`src/rtl/fx_pkg.sv`:
```
// Shared fixed-point helpers: rounding modes, round+shift and saturation.
package fx_pkg;

  // Working width for the helper functions; wide enough for any accumulator here.
  localparam int unsigned FX_W = 64;

  typedef enum logic {
    RND_TRUNC   = 1'b0,
    RND_HALF_UP = 1'b1
  } fx_rnd_e;

  typedef struct packed {
    logic signed [FX_W-1:0] value;
    logic                   sat;
  } fx_sat_t;

  // Drop 'shift' LSBs with an arithmetic shift; HALF_UP adds half an LSB first (ties toward +inf).
  function automatic logic signed [FX_W-1:0] fx_round_shift(
    input logic signed [FX_W-1:0] value,
    input int unsigned            shift,
    input fx_rnd_e                mode
  );
    logic signed [FX_W-1:0] bias;
    bias = '0;
    if ((shift != 0) && (mode == RND_HALF_UP)) begin
      bias = FX_W'(1) << (shift - 1);
    end
    return (value + bias) >>> shift;
  endfunction

  // Clamp a signed value into a signed 'width'-bit range and flag when clamping happened.
  function automatic fx_sat_t fx_sat(
    input logic signed [FX_W-1:0] value,
    input int unsigned            width
  );
    logic signed [FX_W-1:0] max_v;
    logic signed [FX_W-1:0] min_v;
    fx_sat_t                r;
    max_v   = (FX_W'(1) << (width - 1)) - FX_W'(1);
    min_v   = ~max_v;
    r.value = value;
    r.sat   = 1'b0;
    if (value > max_v) begin
      r.value = max_v;
      r.sat   = 1'b1;
    end else if (value < min_v) begin
      r.value = min_v;
      r.sat   = 1'b1;
    end
    return r;
  endfunction

endpackage

```
`src/rtl/fx_block_accum_if.sv`:
```
// Sample-in / block-result-out bundle of the block accumulator.
interface fx_block_accum_if #(
  parameter int unsigned I_WIDTH   = 14,
  parameter int unsigned O_WIDTH   = 14,
  parameter int unsigned BLOCK_LEN = 8
);
  localparam int unsigned CNT_W = $clog2(BLOCK_LEN);

  logic                      i_clear;
  logic                      i_valid;
  logic signed [I_WIDTH-1:0] i_data;
  logic                      o_valid;
  logic signed [O_WIDTH-1:0] o_data;
  logic                      o_sat;
  logic [CNT_W-1:0]          o_cnt;

  modport master (
    output i_clear, i_valid, i_data,
    input  o_valid, o_data, o_sat, o_cnt
  );

  modport slave (
    input  i_clear, i_valid, i_data,
    output o_valid, o_data, o_sat, o_cnt
  );
endinterface

```
`src/rtl/fx_quant_sat.sv`:
```
// Combinational re-quantizer: round-half-up shift by SHIFT, then saturate to O_WIDTH.
module fx_quant_sat
  import fx_pkg::*;
#(
  parameter int unsigned IN_W    = 17,
  parameter int unsigned SHIFT   = 3,
  parameter int unsigned O_WIDTH = 14
) (
  input  logic signed [IN_W-1:0]    in_data,
  output logic signed [O_WIDTH-1:0] q_data_c,
  output logic                      q_sat_c
);

  logic signed [FX_W-1:0] in_wide;
  logic signed [FX_W-1:0] q_wide;
  fx_sat_t                sat_r;
  logic                   unused_hi;

  // Widen first so the rounding add can never wrap.
  always_comb begin
    in_wide = FX_W'(in_data);
    q_wide  = fx_round_shift(in_wide, SHIFT, RND_HALF_UP);
    sat_r   = fx_sat(q_wide, O_WIDTH);
  end

  assign q_data_c  = sat_r.value[O_WIDTH-1:0];
  assign q_sat_c   = sat_r.sat;
  // After saturation the upper bits are pure sign extension.
  assign unused_hi = ^sat_r.value[FX_W-1:O_WIDTH];

endmodule

```
`src/rtl/fx_block_accum.sv`:
```
// Integrate-and-dump: sums BLOCK_LEN valid samples and emits one re-quantized, saturated result.
module fx_block_accum
  import fx_pkg::*;
#(
  parameter int unsigned I_WIDTH   = 14,
  parameter int unsigned O_WIDTH   = 14,
  parameter int unsigned BLOCK_LEN = 8,
  parameter int unsigned SHIFT     = 3
) (
  input  logic         clk,
  input  logic         rst_n,
  fx_block_accum_if.slave bus
);

  localparam int unsigned CNT_W = $clog2(BLOCK_LEN);
  localparam int unsigned ACC_W = I_WIDTH + CNT_W;
  localparam logic [CNT_W-1:0] CNT_LAST = CNT_W'(BLOCK_LEN - 1);

  logic signed [ACC_W-1:0]   acc;
  logic signed [ACC_W-1:0]   sum_c;
  logic [CNT_W-1:0]          cnt;
  logic                      last_c;
  logic signed [O_WIDTH-1:0] q_data_c;
  logic                      q_sat_c;

  // Running sum including the current sample; sized so a full block cannot overflow.
  assign sum_c  = acc + ACC_W'(bus.i_data);
  assign last_c = (cnt == CNT_LAST);

  fx_quant_sat #(
    .IN_W    (ACC_W),
    .SHIFT   (SHIFT),
    .O_WIDTH (O_WIDTH)
  ) u_quant (
    .in_data  (sum_c),
    .q_data_c (q_data_c),
    .q_sat_c  (q_sat_c)
  );

  // Accumulate, dump on the final sample with no bubble, abort on clear.
  always_ff @(posedge clk or negedge rst_n) begin
    if (!rst_n) begin
      acc         <= '0;
      cnt         <= '0;
      bus.o_valid <= 1'b0;
      bus.o_data  <= '0;
      bus.o_sat   <= 1'b0;
    end else begin
      bus.o_valid <= 1'b0;
      if (bus.i_clear) begin
        acc <= '0;
        cnt <= '0;
      end else if (bus.i_valid) begin
        if (last_c) begin
          acc         <= '0;
          cnt         <= '0;
          bus.o_valid <= 1'b1;
          bus.o_data  <= q_data_c;
          bus.o_sat   <= q_sat_c;
        end else begin
          acc <= sum_c;
          cnt <= cnt + CNT_W'(1);
        end
      end
    end
  end

  assign bus.o_cnt = cnt;

endmodule
```
`src/flat_wrapper.sv`:
```
// flat-port wrapper written by rule: the top's interface ports become plain ports
module fx_block_accum_flat import fx_pkg::*;
#(
  parameter int unsigned I_WIDTH   = 14,
  parameter int unsigned O_WIDTH   = 14,
  parameter int unsigned BLOCK_LEN = 8,
  parameter int unsigned SHIFT     = 3
)
  (clk, rst_n, bus_i_clear, bus_i_valid, bus_i_data, bus_o_valid, bus_o_data, bus_o_sat, bus_o_cnt);
  fx_block_accum_if #(.I_WIDTH(I_WIDTH), .O_WIDTH(O_WIDTH), .BLOCK_LEN(BLOCK_LEN)) bus_i ();
  input  logic clk;
  input  logic rst_n;
  input wire logic [$bits(bus_i.i_clear)-1:0] bus_i_clear;
  input wire logic [$bits(bus_i.i_valid)-1:0] bus_i_valid;
  input wire logic [$bits(bus_i.i_data)-1:0] bus_i_data;
  output wire logic [$bits(bus_i.o_valid)-1:0] bus_o_valid;
  output wire logic [$bits(bus_i.o_data)-1:0] bus_o_data;
  output wire logic [$bits(bus_i.o_sat)-1:0] bus_o_sat;
  output wire logic [$bits(bus_i.o_cnt)-1:0] bus_o_cnt;
  assign bus_i.i_clear = bus_i_clear;
  assign bus_i.i_valid = bus_i_valid;
  assign bus_i.i_data = bus_i_data;
  assign bus_o_valid = bus_i.o_valid;
  assign bus_o_data = bus_i.o_data;
  assign bus_o_sat = bus_i.o_sat;
  assign bus_o_cnt = bus_i.o_cnt;
  fx_block_accum #(.I_WIDTH(I_WIDTH), .O_WIDTH(O_WIDTH), .BLOCK_LEN(BLOCK_LEN), .SHIFT(SHIFT)) u_core (.clk(clk), .rst_n(rst_n), .bus(bus_i));
endmodule
```
`config.mk`:
```
export PLATFORM = sky130hd
export DESIGN_NAME = fx_block_accum_flat
export DESIGN_NICKNAME = d
export VERILOG_FILES = /design/src/rtl/fx_pkg.sv /design/src/rtl/fx_block_accum_if.sv /design/src/rtl/fx_quant_sat.sv /design/src/rtl/fx_block_accum.sv /design/src/flat_wrapper.sv
export SDC_FILE = /design/constraint.sdc
export NUM_CORES = 1
export LEC_CHECK = 0
export CAP_MARGIN = 20
export CELL_PAD_IN_SITES_DETAIL_PLACEMENT = 1
export CELL_PAD_IN_SITES_GLOBAL_PLACEMENT = 2
export CORE_MARGIN = 2
export CORE_UTILIZATION = 31
export CTS_CLUSTER_SIZE = 12
export DETAILED_ROUTE_END_ITERATION = 6
export GPL_ROUTABILITY_DRIVEN = 0
export HOLD_SLACK_MARGIN = 0.12
export PLACE_DENSITY = 0.72
export SLEW_MARGIN = 0
export SYNTH_ARGS = -nofsm -noshare
export SYNTH_HDL_FRONTEND = slang
export SYNTH_SLANG_ARGS = --single-unit
```
`constraint.sdc`:
```
create_clock -name clk -period 2.8 [get_ports clk]
set_input_delay 0.56 -clock clk [delete_from_list [all_inputs] [get_ports clk]]
set_output_delay 0.56 -clock clk [all_outputs]
set_load 0.05 [all_outputs]
```
==> flow_metrics.tcl, run 1 <==
set metrics [dict create \
    crit_required_ns 3.00 \
    synth_compound_area_frac 0.2534 \
    final_nets 409 \
    area_delta_synth_final_pct 54.31 \
    fp.dieH_um 95.27 \
    path_cells "clkdlybuf4s50_1 > ha_1 > a21o_1 > a21o_1 > a221o_1 > xor2_2 > nand4_1 > buf_6 > nor4b_4 > buf_4 > o211ai_4 > o211ai_1" \
    critPathSlowestCell "clkdlybuf4s50_1" \
    ys_seq_area_frac 0.3488 \
    synth_edf_count 0 \
    grt_pass1_vias 2564 \
    regToRegEndpoint "u_core.bus.o_data[6]" \
    ys_seq_elements 36 \
    fin_ws_ns -0.3129 \
    cp_top_family "compound AO/OA/AOI/OAI gates" \
    grt_use_total 0.1761 \
    clockRootBuffer "clkbuf_8" \
    startpoint_type "input port" \
    mostFrequentLayoutCells "75 x buf_4, 36 x dfrtp_1, 29 x clkdlybuf4s50_1" \
    outcome "finished with violations" \
    synth_top_flop_cell "dfrtp_1" \
    dp_slack_ns -0.8676 \
    grt_max_degree 37 \
    path_clk_slew_ns 0.07 \
    synth_top_family_by_area "compound AO/OA/AOI/OAI gates" \
    max_clock_freq_mhz 321.2 \
    drt_iter0_drc 49 \
    synth_nets 302 \
    rr_worst_depth 12 \
    async_reset_ff_frac 1.000 \
    crit_cells 12 \
    synthAdderAreaFrac 0.09981 \
    antenna_found_initial 0 \
    rrSetupSlack_ns -0.30 \
    period_share 1.112 \
    htree_levels 2 \
    clkLatencyLatePin_ns 0.28 \
    dieArea_um2 9076 \
    slew_viol_final 0 \
    cpMostUsedCell "a21o_1" \
    die_x_um 95.27 \
    drv_cap 0 \
    remaining_drc_errors 0 \
    crit_buf_inv 3 \
    muxShareOfSynthArea 0.01163 \
    ir_drop_mv 0.2278 \
    pin_count 37 \
    cts_num_sinks 36 \
    ys_warn_count 0 \
    vias 2423 \
    yosys.area_share.simple 0.1759 \
    max_slew_margin 0.4328 \
    power_density_nw_per_um2 557.8 \
    dp_hpwl_mm 5.831 \
    layout_commonest_cell "buf_4" \
    coreArea_um2 8134 \
    syn_inst 264 \
    hp-class "input port to asynchronous set/reset pin" \
    wl_mm 7.815 \
    violations "setup timing" \
    numPortBuffers 36 \
    synthXorXnorAreaFrac 0.08479 \
    path_class "input port to register" \
    drive_gt1_frac 0.3763 \
    start_util 0.3175 \
    viasPerCell 5.080 \
    firstDrtPassIters 4 \
    path_max_fanout 6 \
    tritoncts "done" \
    post-route-min-period_ns 3.113 \
    syn_area_um2 2582 \
    n_antenna_cell 0 \
    synth_cell_type_count 54 \
    hold_violations 0 \
    arrival_ns 3.31 \
    grt.overflow.total 0 \
    grt_pass1_wl_mm 12.63 \
    ant_nets 0 \
    final-setup-viol-count 15 \
    skew_ns 0.008018 \
    crit_path_end_kind "register" \
    cts_made_buffers 5 \
    setup_tns_ns -3.934 \
    syn_area_per_cell_um2 9.782 \
    num_rows 33 \
    wl_per_cell_um 16.38 \
    cellLeakagePower_nw 1.858 \
    tightestPinTransition_ns 0.8509 \
    cts_buffer_depth 2 \
    rsz0062_at_grt "true" \
    worst_path_largest_cell_delay_ns 0.40 \
    r2r_start "u_core.acc[0]" \
]
==> synth_stat cells (all sizes together) (2+ instances only) <==
| cell type | instances | area [um^2] |
|---|---|---|
| and2 | 3 | 18.77 |
| nand2b | 2 | 12.51 |
| and3 | 4 | 30.03 |
| o21a | 2 | 15.01 |
| a211oi | 5 | 47.54 |
| xnor2 | 16 | 140.1 |
| o21ai | 13 | 72.57 |
| a31oi | 10 | 62.56 |
| a22o | 13 | 113.9 |
| or4b | 2 | 20.02 |
| inv | 2 | 7.510 |
| dfrtp | 36 | 900.9 |
| a31o | 2 | 17.52 |
| ha | 19 | 237.7 |
| clkbuf | 11 | 41.29 |
| nand4 | 5 | 43.79 |
| nand3 | 3 | 15.01 |
| nor3 | 4 | 25.02 |
| nor4b | 2 | 47.55 |
| xor2 | 9 | 78.83 |
| nor3b | 3 | 27.52 |
| a21o | 8 | 60.06 |
| buf | 3 | 17.52 |
| o211ai | 9 | 72.57 |
| nor2 | 21 | 78.83 |
| or3b | 2 | 17.52 |
| o221ai | 3 | 26.28 |
| a21oi | 13 | 65.06 |
| nand2 | 23 | 88.84 |
| mux2i | 3 | 30.03 |
==> kinds of logic (layout without fill, tap and decap cells) <==
group                    count (synthesis)  in the layout
buffers and inverters                   16            124
multiplexers                             3              3
adder cells (fa/ha/maj)                 20             20
AND/OR/NAND/NOR                         78             78
AO/OA/AOI/OAI                           86             86
XOR/XNOR                                25             25
flip-flops                              36             36
==> flip-flops by register name, summed over array words and instances (netlist names) <==
name                count
u_core.acc             17
u_core.bus.o_sat        1
u_core.bus.o_valid      1
u_core.bus.o_cnt        3
u_core.bus.o_data      14
==> worst max-delay path by stage <==
stage                   from                     to  slack (ns)
2_1_floorplan  bus_i_data[0]   u_core.bus.o_data[5]       -0.25
3_3_place_gp   bus_i_data[0]   u_core.bus.o_data[1]       -0.76
3_5_place_dp   bus_i_data[0]   u_core.bus.o_data[7]       -0.87
4_1_cts        u_core.acc[0]  u_core.bus.o_data[11]       -0.38
5_1_grt        u_core.acc[0]  u_core.bus.o_data[11]       -0.46
6_report       bus_i_data[7]   u_core.bus.o_data[6]       -0.31
==> power breakdown <==
group / internal (mW) / total, mW / switching [mW]
clock network: 0.196 / 0.381 / 0.185
logic: 0.649 / 1.24 / 0.596
registers: 0.559 / 0.597 / 0.0380
==> area by class of cell <==
class,count,area (um^2)
clock inverters,2,10.01
clock buffers,6,82.58
flip-flops and latches,36,900.9
inverters,2,7.507
well taps,105,131.4
multi-input cells,212,1901
fillers,907,4149
repair buffers,114,952.2
==> timing repair <==
item,CTS,global route
endpoints found under the setup margin,18,19
hold buffers,0,0
buffers inserted,7,5
pin swaps,18,29
gates resized for setup,21,32
==> metrics by stage <==
stage,std cells,power [mW],hold slack (ns),instance area (um^2),utilization
3_5_place_dp,457,1.655,0.4705,3531,0.4341
3_3_place_gp,457,1.637,0.4616,3531,0.4341
6_report,477,2.223,0.3741,3985,0.4899
4_1_cts,472,2.119,0.4040,3766,0.4630
5_1_grt,477,2.380,0.4321,3985,0.4899
2_1_floorplan,264,1.169,0.2644,2608,-
==> metal layers <==
| metal | up-vias | track usage | share of wire |
|---|---|---|---|
| met5 | - | 0 | 0 |
| met4 | 0 | 0.02295 | 0.0056 |
| met3 | 7 | 0.02925 | 0.019 |
| met2 | 25 | 0.3175 | 0.53 |
| met1 | 1189 | 0.2258 | 0.45 |
| li1 | 1202 | - | - |
No activity file was read; power rests on OpenSTA's default activity.
==> run 2: changes to the inputs <==
--- a/config.mk
+++ b/config.mk
@@ -7,2 +7,3 @@
 export LEC_CHECK = 0
+export ABC_CLOCK_PERIOD_IN_PS = 2800
 export CAP_MARGIN = 20
--- a/constraint.sdc
+++ b/constraint.sdc
@@ -3,2 +3,2 @@
 set_output_delay 0.56 -clock clk [all_outputs]
-set_load 0.05 [all_outputs]
+set_load 0.02 [all_outputs]
==> results of run 2 <==
The final DEF is identical to that of run 1. Status: finished with violations: setup timing.
Main changes from that run: total power 2.223 mW -> 2.214 mW; worst IR drop on VDD 0.2278 mV -> 0.2277 mV
